$ cat config.mk
export PLATFORM = sky130hd
export DESIGN_NAME = ifid_skid_reg
export DESIGN_NICKNAME = d
export VERILOG_FILES = /design/src/rtl/ifid_skid_reg_pkg.sv /design/src/rtl/ifid_skid_reg_entry.sv /design/src/rtl/ifid_skid_reg.sv
export SDC_FILE = /design/constraint.sdc
export NUM_CORES = 1
export LEC_CHECK = 0
export BUFFER_PORTS_ARGS = -buffer_cell sky130_fd_sc_hd__buf_4
export CORE_MARGIN = 1
export CORE_UTILIZATION = 57
export CTS_CLUSTER_DIAMETER = 200
export DETAILED_ROUTE_END_ITERATION = 8
export PLACE_DENSITY_LB_ADDON = 0.05
export SLEW_MARGIN = 40
export SYNTH_ARGS = -nofsm -noshare
export SYNTH_HDL_FRONTEND = slang
export SYNTH_SLANG_ARGS = --single-unit
$ cat constraint.sdc
create_clock -name clk -period 3.55 [get_ports clk]
set_input_delay 0 -clock clk [delete_from_list [all_inputs] [get_ports clk]]
set_output_delay 0 -clock clk [all_outputs]
set_load 0.03 [all_outputs]
$ cat src/rtl/ifid_skid_reg_pkg.sv
// Shared types for the IF/ID boundary register: control state, entry layout
// and the reset/bubble constants.
package ifid_skid_reg_pkg;

    localparam int unsigned IFID_DATA_W = 32;

    // sll $0,$0,0 encodes as all zeros; used as the bubble instruction.
    localparam logic [IFID_DATA_W-1:0] IFID_NOP_WORD = 32'h0000_0000;
    localparam logic [IFID_DATA_W-1:0] IFID_PC_RST   = 32'h0000_0000;

    // Encoding doubles as the number of held entries.
    typedef enum logic [1:0] {
        EMPTY = 2'd0,
        FULL  = 2'd1,
        SKID  = 2'd2
    } ifid_state_t;

    typedef struct packed {
        logic [IFID_DATA_W-1:0] pc4;
        logic [IFID_DATA_W-1:0] instr;
    } ifid_entry_t;

    function automatic logic [1:0] occ_of(ifid_state_t s);
        return 2'(s);
    endfunction

endpackage

$ cat src/rtl/ifid_skid_reg_entry.sv
// One IF/ID entry ({pc4, instr}) with load enable and synchronous clear.
// Reset and clear both return the entry to {PC_RST, NOP_WORD}.
module ifid_entry
    import ifid_skid_reg_pkg::*;
#(
    parameter int unsigned       DATA_W   = IFID_DATA_W,
    parameter logic [DATA_W-1:0] PC_RST   = '0,
    parameter logic [DATA_W-1:0] NOP_WORD = '0
) (
    input  logic              clk,
    input  logic              rst_n,
    input  logic              en_i,
    input  logic              clr_i,
    input  logic [DATA_W-1:0] pc4_i,
    input  logic [DATA_W-1:0] instr_i,
    output logic [DATA_W-1:0] pc4_o,
    output logic [DATA_W-1:0] instr_o
);

    logic [2*DATA_W-1:0] entry_q;
    logic [2*DATA_W-1:0] entry_d;

    // Clear wins over load so a flush always leaves a clean bubble.
    always_comb begin
        entry_d = {pc4_i, instr_i};
        if (clr_i) begin
            entry_d = {PC_RST, NOP_WORD};
        end
    end

    // Register only changes on clear or load; otherwise it holds.
    always_ff @(posedge clk or negedge rst_n) begin
        if (!rst_n) begin
            entry_q <= {PC_RST, NOP_WORD};
        end else if (clr_i || en_i) begin
            entry_q <= entry_d;
        end
    end

    assign pc4_o   = entry_q[2*DATA_W-1:DATA_W];
    assign instr_o = entry_q[DATA_W-1:0];

endmodule

$ cat src/rtl/ifid_skid_reg.sv
// IF/ID pipeline register with a one-entry skid buffer.
// Handshake: a transfer happens on a rising edge where valid and ready are
// both 1; valid must not depend on ready, and up_ready is a flop so decode's
// dn_ready never reaches fetch combinationally.
module ifid_skid_reg
    import ifid_skid_reg_pkg::*;
#(
    parameter int unsigned       DATA_W   = IFID_DATA_W,
    parameter logic [DATA_W-1:0] NOP_WORD = IFID_NOP_WORD,
    parameter logic [DATA_W-1:0] PC_RST   = IFID_PC_RST
) (
    input  logic              clk,
    input  logic              areset,
    input  logic              flush,
    input  logic              up_valid,
    output logic              up_ready,
    input  logic [DATA_W-1:0] up_pc4,
    input  logic [DATA_W-1:0] up_instr,
    output logic              dn_valid,
    input  logic              dn_ready,
    output logic [DATA_W-1:0] dn_pc4,
    output logic [DATA_W-1:0] dn_instr,
    output logic [1:0]        occupancy,
    output ifid_state_t       state_dbg
);

    ifid_state_t state_q, state_d;
    logic        up_ready_q, up_ready_d;
    logic        accept, consume;
    logic        main_en, main_clr, skid_en, skid_clr, main_from_skid;
    logic [DATA_W-1:0] main_pc4, main_instr, skid_pc4, skid_instr;
    logic [DATA_W-1:0] main_pc4_d, main_instr_d;

    assign accept  = up_valid & up_ready_q;
    assign consume = dn_valid & dn_ready;

    // State and registered up_ready; reset leaves the block empty and ready.
    always_ff @(posedge clk or negedge areset) begin
        if (!areset) begin
            state_q    <= EMPTY;
            up_ready_q <= 1'b1;
        end else begin
            state_q    <= state_d;
            up_ready_q <= up_ready_d;
        end
    end

    // Next state: flush dominates, otherwise follow accept/consume.
    always_comb begin
        state_d = state_q;
        if (flush) begin
            state_d = EMPTY;
        end else begin
            case (state_q)
                EMPTY: if (accept) state_d = FULL;
                FULL: begin
                    if (accept && !consume)      state_d = SKID;
                    else if (!accept && consume) state_d = EMPTY;
                end
                SKID:    if (consume) state_d = FULL;
                default: state_d = EMPTY;
            endcase
        end
        up_ready_d = (state_d != SKID);
    end

    // Register enables: each entry loads only on its transition condition.
    always_comb begin
        main_en        = 1'b0;
        skid_en        = 1'b0;
        main_from_skid = 1'b0;
        main_clr       = flush;
        skid_clr       = flush;
        if (!flush) begin
            case (state_q)
                EMPTY: main_en = accept;
                FULL: begin
                    main_en = accept & consume;
                    skid_en = accept & ~consume;
                end
                SKID: begin
                    main_en        = consume;
                    main_from_skid = 1'b1;
                end
                default: ;
            endcase
        end
        main_pc4_d   = main_from_skid ? skid_pc4   : up_pc4;
        main_instr_d = main_from_skid ? skid_instr : up_instr;
    end

    ifid_entry #(
        .DATA_W  (DATA_W),
        .PC_RST  (PC_RST),
        .NOP_WORD(NOP_WORD)
    ) u_main (
        .clk    (clk),
        .rst_n  (areset),
        .en_i   (main_en),
        .clr_i  (main_clr),
        .pc4_i  (main_pc4_d),
        .instr_i(main_instr_d),
        .pc4_o  (main_pc4),
        .instr_o(main_instr)
    );

    ifid_entry #(
        .DATA_W  (DATA_W),
        .PC_RST  (PC_RST),
        .NOP_WORD(NOP_WORD)
    ) u_skid (
        .clk    (clk),
        .rst_n  (areset),
        .en_i   (skid_en),
        .clr_i  (skid_clr),
        .pc4_i  (up_pc4),
        .instr_i(up_instr),
        .pc4_o  (skid_pc4),
        .instr_o(skid_instr)
    );

    assign up_ready  = up_ready_q;
    assign dn_valid  = (state_q != EMPTY);
    assign dn_pc4    = main_pc4;
    // Stale main contents are masked whenever nothing is presented.
    assign dn_instr  = dn_valid ? main_instr : NOP_WORD;
    assign occupancy = occ_of(state_q);
    assign state_dbg = state_q;

endmodule

==> reports/summary.md, run 1 <==
• finished clean — status
• 483 — post-synthesis instance total
• 301 — initial detailed-routing violation count
• 0 — final number of max-transition violations
• 0 ns — setup tns final
• met2 — gr busiest metal
• 39.4% — GRT met1 Usage
• compound AO/OA/AOI/OAI gates — largest family of logic cells by synthesized area
• 4757 — via count of the first global-routing pass
• 1.49 ns — minimum setup slack after placement
• 5.80 — Via-to-Cell Ratio
• 5450 um2 — Syn Std Cell Area
• 138 — number of port buffers
• 2.56 ns — data arrival time of the critical path
• false — unrepaired setup endpoints after global routing
• 0.54 ns — delay contributed by the slowest stage of the critical path
• flop — startpoint type of the worst setup path
• 21 — unique cell type count in the Yosys netlist
• 131 — number of flip-flops and latches in the synthesized netlist
• 27.3% — share of final-layout standard cells stronger than drive strength 1
• 0 — Finish-stage setup viols
• 0.0328 ns — worst hold-check slack
• 0.51 ns — source-to-sink clock delay at the later pin of the worst-skew pair
• 552 — syn_nets
• dfrtp_1, a22o_1, a22oi_1, a21oi_1, nor2_1 — cell types occupying the most area after synthesis
• 48 — critical path fanouts, max
• 281 uV — maximum VDD drop
• 7.71 mm — HPWL after detailed placement
• 6 — DRT Pass-1 Iters
• 43.3% — layout overhead on the synthesized area
• 1 — CP bufs+invs
• 49.8% — Slew headroom
• 25.5% — post-synthesis compound-gate area fraction
• 3.75 nW — reported leakage power
• 99.8 um — die outline height
• 0.471 GHz — fmax
• 0.06 ns — clock slew seen by the registers of the worst setup and hold paths
• 0 — number of antenna violations at the first check in global routing
• 0.0130 ns — setup skew after layout
• 17 — number of buffers added by the clock tree synthesis step
• 0% — adder-cell share of the synthesized area
• clkbuf_8 — CTS root buffer
• 9240 um2 — standard cell core area
• 742 — Final #Nets
• 131 — clk sink count
• 2 — worst-case clock buffer depth
• 0.769 — routability-driven placement congestion ratio
• simple AND/OR/NAND/NOR gates — dominant delay contributor by cell family on the critical path
• 11.3 um2 — mean cell area of the mapped netlist
• 139 — Top Ports
• 3280 um2 — flip-flop and latch area
• 60.2% — fraction of the yosys area taken by sequential cells
• 2.12 ns — clock period minus final worst setup slack
• 49.5% — met2 Usage GRT
• 9.46% — basic-gate share of the synthesized area counting and, or, nand and nor cells
• 0 — yosys warns
• 1950 um2 — combined area of the multi-input logic cells
• reg2reg — classification of the worst setup path
• 0 — grt total ovfl
• 14.2 mm — routed wire length
• in2async — class of the tightest hold or removal check
• 0% — share of cell area taken by muxes after synthesis
• 23.1 mm — first-pass GRT wire length
• 0.161% — post-synthesis xor/xnor area fraction
• nand4b_1 -> nor2_1 -> nor2_4 -> buf_4 -> a22o_1 — cell breakdown of the critical path
• buf_4 — Worst path slowest cell
• 59.7% — ratio of final minimum period to clock period
• dfrtp_1 — Synth area leader
• 30.2% — global-route usage over all layers
• 3.99 ns — required time at the worst-slack endpoint
• 0 — Antenna Nets Post-Route
• 4726 — Via Count
• 1.43 ns — PnR worst setup slack
• 59.7% — fraction of post-synthesis cell area in the top cell type by area
• 99.8 um — x dimension of the die
• 35 — FP Rows
• 17.5 um — average wire length per cell after detail routing
• flop — Worst Setup End Kind
• 0 — ant diodes
• yes — TritonCTS clock tree
• 0 — DRC violations left
• 0.752 ns — actual slew at the worst max-slew pin
• 0 — final number of hold-violating endpoints
• 0 — total of max-cap violations
• 6.68% — GR Util met3
• 507 — Fillers
• 9950 um2 — die area
• 59.0% — starting utilization of the core area
• 522 nW/um2 — pwr/cell area
• 4 — count of H-tree levels built during CTS
• 70 — maximum number of pins on one net before global-route repair
• 0 — Post-CTS Setup Bufs
## final cells by class
class	instances	area share [%]
Inverter	3	0.144
Clock buffer	19	5.66
Clock inverter	13	1.88
Tap cell	129	2.07
Multi-Input combinational cell	304	24.9
Timing Repair Buffer	216	23.3
Sequential cell	131	42.0
## cell usage in the layout (no fill, tap or decap), drive strengths merged, types with 2 or more instances in the layout
| master | synthesis | layout |
|---|---|---|
| a21oi | 65 | 65 |
| clkinv | 0 | 4 |
| a22o | 64 | 64 |
| inv | 3 | 8 |
| dlygate4sd3 | 0 | 68 |
| clkinvlp | 0 | 2 |
| dfrtp | 130 | 130 |
| nor2b | 33 | 33 |
| clkbuf | 3 | 19 |
| bufinv | 0 | 2 |
| nand2b | 2 | 2 |
| nor2 | 68 | 68 |
| a22oi | 64 | 64 |
| buf | 42 | 148 |
## sequential cells by signal (all words and copies together) (netlist names)
name and count:
up_ready 1, u_skid.entry_q 64, u_main.entry_q 64, occupancy 2
## worst reg2reg max path, stage by stage, from the launching register on
cell and delay [ns]:
dfrtp_1 0.52, nand4b_1 0.26, nor2_1 0.11, nor2_4 0.34
buf_4 0.54, a22o_1 0.29
## final timing paths
check,start,depth (start not counted),slack (ns),to
max in group asynchronous,areset,3,2.72,up_ready$_DFF_PN1_
min,areset,2,0.03,u_skid.entry_q[9]$_DFFE_PN0P_
max reg2reg,occupancy[1]$_DFF_PN0_,5,1.43,u_skid.entry_q[35]$_DFFE_PN0P_
min in group clk,up_valid,3,0.03,up_ready$_DFF_PN1_
max,occupancy[1]$_DFF_PN0_,5,1.43,u_skid.entry_q[35]$_DFFE_PN0P_
min reg2reg,u_skid.entry_q[8]$_DFFE_PN0P_,1,0.51,u_skid.entry_q[8]$_DFFE_PN0P_
## report_power, final
group / internal, mW / leakage, nW / switching (mW) / total, mW
logic: 0.290 / 1.75 / 0.406 / 0.695
clock network: 1.05 / 0.286 / 0.668 / 1.72
registers: 1.60 / 1.71 / 0.0613 / 1.66
total: 2.94 / 3.75 / 1.13 / 4.07
## synth_stat cells
master / n
a211o_1: 1
a21oi_1: 65
a22o_1: 64
a22oi_1: 64
and2_1: 1
buf_2: 34
buf_4: 8
clkbuf_1: 3
dfrtp_1: 130
dfstp_2: 1
inv_1: 3
nand2_1: 1
nand2b_1: 2
nand3b_1: 1
nand4b_1: 1
nor2_1: 66
nor2_2: 2
nor2b_1: 33
nor3_2: 1
o311ai_2: 1
xnor2_1: 1
## cell families after synthesis
| logic type | after synthesis |
|---|---|
| AOI/OAI and AO/OA | 195 |
| xor gates and xnor gates | 1 |
| and+or+nand+nor | 108 |
| buffers and inverters | 48 |
| DFF | 131 |
## routing by layer
layer,wire (um),vias to the layer above
met5,0,-
met4,199,0
met3,828,18
met2,7280,217
met1,5940,2352
li1,-,2139
## through the flow
stage	std cells	cell area [um2]	utilization (%)	total power, mW
2_1_floorplan	483	5450	-	2.04
3_3_place_gp	715	6530	70.7	2.29
3_5_place_dp	715	6530	70.7	2.31
4_1_cts	815	7800	84.4	4.08
5_1_grt	815	7810	84.5	4.22
6_report	815	7810	84.5	4.07
## what timing repair did
action	4_1_cts	5_1_grt
hold endpoints to repair	193	0
resized for setup	0	0
hold buffers	68	0
Power figures use the tool's default switching activity.
==> run 2: changes to the inputs <==
- ABC_AREA: not set -> 1
- CORE_UTILIZATION: 57 -> 50
- clock period: 3.55 -> 1.8 ns (I/O delays scaled with it)
==> reports/summary.md, run 2 <==
• finished clean — status
• 1133 — number of cells after detailed placement
• 30.0 mm — first-pass GRT wire length
• 0.24 ns — reg2reg setup slack
• dfrtp_1 — most used flip-flop cell after synthesis
• 0 — Post-CTS Setup Bufs
• 2 — worst-case clock buffer depth
• 5.66 mW — Internal Pwr Total
• 15.0 um — average wire length per cell after detail routing
• 49.9% — fraction of the yosys area taken by sequential cells
• reg2out — classification of the worst setup path
• 41 — FP Rows
• nand2_1, nand3_1, buf_4, dfrtp_1, dlygate4sd3_1 — commonest cells after routing, fill and taps aside
• up_ready$_DFF_PN1_ — startpoint of the worst-slack reg-to-reg timing path
• 11.3 mm — HPWL after detailed placement
• 17 — number of buffers added by the clock tree synthesis step
• 18.2% — Combinational Power Share
• dfrtp_1 — Synth area leader
• nand2_1, nand3_1, dfrtp_1 — most frequent cells after synthesis
• false — unrepaired setup endpoints after global routing
• 941 — syn_nets
• 0.0904 ns — PnR worst setup slack
• 543 uV — maximum VDD drop
• 6295 — via count of the first global-routing pass
• 100% — async set-or-reset flop fraction in the synthesized netlist
• 131 — clk sink count
• 9020 um2 — final non-filler cell area
• 0.0571 ns — worst hold-check slack
• occupancy[0]$_DFF_PN0_ — origin of the worst setup path
• u_main.entry_q[40]$_DFFE_PN0P_ — worst r2r dst
• dn_instr[28] — end point of the critical path
• 60.8% — Slew headroom
• 5.37 — Via-to-Cell Ratio
• 0 — Antenna Nets Post-Route
• 0.42 ns — source-to-sink clock delay at the later pin of the worst-skew pair
• 0 — final number of max-transition violations
• 5 — DRT Pass-1 Iters
• 1.80 ns — required time at the worst-slack endpoint
• 0 — grt total ovfl
• 41.0% — Flop pwr share
• 138 — number of port buffers
• 7.54 um2 — mean cell area of the mapped netlist
• 868 nW/um2 — pwr/cell area
• 4 — count of H-tree levels built during CTS
• 0 ns — setup tns final
• 0.803 — routability-driven placement congestion ratio
• 0 — total of max-cap violations
• nand2_1 — top-count cell post-synth
• 503 — initial detailed-routing violation count
• nand2_1 — most common cell after layout, fill and taps aside
• 1231 — number of non-filler instances in the completed layout
• 1.71 ns — data arrival time of the critical path
• 28.6% — global-route usage over all layers
• 4.96 nW — reported leakage power
• 7 — worst reg2reg path depth
• 2.17 mW — net switching power of the design
• 131 — number of flip-flops and latches in the synthesized netlist
• in2reg — class of the tightest hold or removal check
• 139 — Top Ports
• yes — TritonCTS clock tree
• 0 — final number of hold-violating endpoints
• 0.588 ns — actual slew at the worst max-slew pin
• 49.5% — fraction of post-synthesis cell area in the top cell type by area
• dfrtp_1, nand3_1, nand2_1, nand4_1, inv_1 — cell types occupying the most area after synthesis
• 6606 — Via Count
• 0.00926 ns — setup skew after layout
• 0 — ant diodes
• 31 — critical path fanouts, max
• 0 — Finish-stage setup viols
• 0 — number of antenna violations at the first check in global routing
• 7790 um2 — Placed Area
• 95.0% — ratio of final minimum period to clock period
• 1116 — Final #Nets
• 12700 um2 — standard cell core area
• clkbuf_16 — CTS root buffer
• 1.71 ns — clock period minus final worst setup slack
• 0 — DRC violations left
• 17 — unique cell type count in the Yosys netlist
• 0.585 GHz — fmax
• 18.5 mm — routed wire length
• 0.05 ns — clock slew seen by the registers of the worst setup and hold paths
• 6570 um2 — Syn Std Cell Area
• 0 — yosys warns
• 872 — post-synthesis instance total
• flop — startpoint type of the worst setup path
• 51.7% — starting utilization of the core area
• 117 um — die outline height
• 62 — maximum number of pins on one net before global-route repair
• 19.5% — share of final-layout standard cells stronger than drive strength 1
• 0 — number of synthesized flops with an enable pin
• 37.2% — layout overhead on the synthesized area
• 0.253 ns — minimum setup slack after placement
• 27.7% — net switching fraction of the power
• 13600 um2 — die area
• 40.8% — power share of the clock group
• output port — Worst Setup End Kind
• 117 um — x dimension of the die
==> run 2: changes by cell type in the layout (fill, tap and decap cells not counted), sizes merged, moves of 2 or more <==
cell      change
nand3       +257
clkinvlp      -2
a22oi        -64
nand2b        -2
a21oi        -64
nand4        +25
bufinv        -2
clkbuf        +8
a22o         -64
nor2b        -33
nor2         -33
inv          +30
nand2       +306
buf          +17
==> run 2: worst min path at each step <==
stage          startpoint  cells past startpoint                             end  slack, ns
3_3_place_gp       areset                      1  u_main.entry_q[18]$_DFFE_PN0P_       0.02
5_1_grt          up_valid                      4          occupancy[0]$_DFF_PN0_        0.1
3_5_place_dp       areset                      1  u_main.entry_q[17]$_DFFE_PN0P_       0.02
4_1_cts          up_valid                      4          occupancy[0]$_DFF_PN0_       0.03
6_report         up_valid                      4          occupancy[0]$_DFF_PN0_       0.06
2_1_floorplan      areset                      0          occupancy[0]$_DFF_PN0_      -0.30
==> run 2: stage by stage <==
step | power, mW | utilization, %
floorplan | 4.01 | -
global placement | 4.53 | 61.3
detailed placement | 4.56 | 61.3
CTS | 7.86 | 70.9
global route | 8.14 | 70.9
finish | 7.83 | 70.9
==> run 2: kinds of logic (layout without fill, tap and decap cells) <==
family,after synthesis,in the layout,synth area share [%]
AOI/OAI and AO/OA,2,2,0.152
buffers and inverters,114,301,8.13
DFF,131,131,49.9
and+or+nand+nor,625,625,41.8
==> run 2: metal layers <==
metal	vias up	GRT usage (%)	part of all wire [%]
met5	-	0	0
met4	0	10.9	1.7
met3	29	5.40	6.0
met2	274	47.4	49
met1	3112	37.2	43
li1	3191	-	-
==> run 2: worst max-delay path, stage by stage, from the launching register on <==
cell,delay [ns]
dfrtp_2,0.45
inv_2,0.09
nand2_1,0.13
inv_1,0.18
buf_12,0.21
nor2_1,0.07
buf_4,0.17
==> run 2: cell type report <==
type | count | area, um2
fill | 1038 | 3700
sequential | 131 | 3280
multi-input combinational | 627 | 2770
timing repair buffer | 232 | 2050
clock buffer | 27 | 533
tap | 172 | 215
inverter | 38 | 148
clock inverter | 4 | 20.0
==> run 2: timing repair <==
action,CTS,global route
hold buffers,67,0
endpoints found under the setup margin,0,28
endpoints found under the hold margin,188,0
resized for setup,0,2
==> run 2: power by group through the flow <==
stage	clock network, mW	logic (mW)	registers, mW
after floorplan	0	0.641	3.36
after global placement	0	1.28	3.25
after detailed placement	0	1.30	3.26
after CTS	3.23	1.42	3.21
after global routing	3.36	1.55	3.23
final	3.19	1.42	3.21
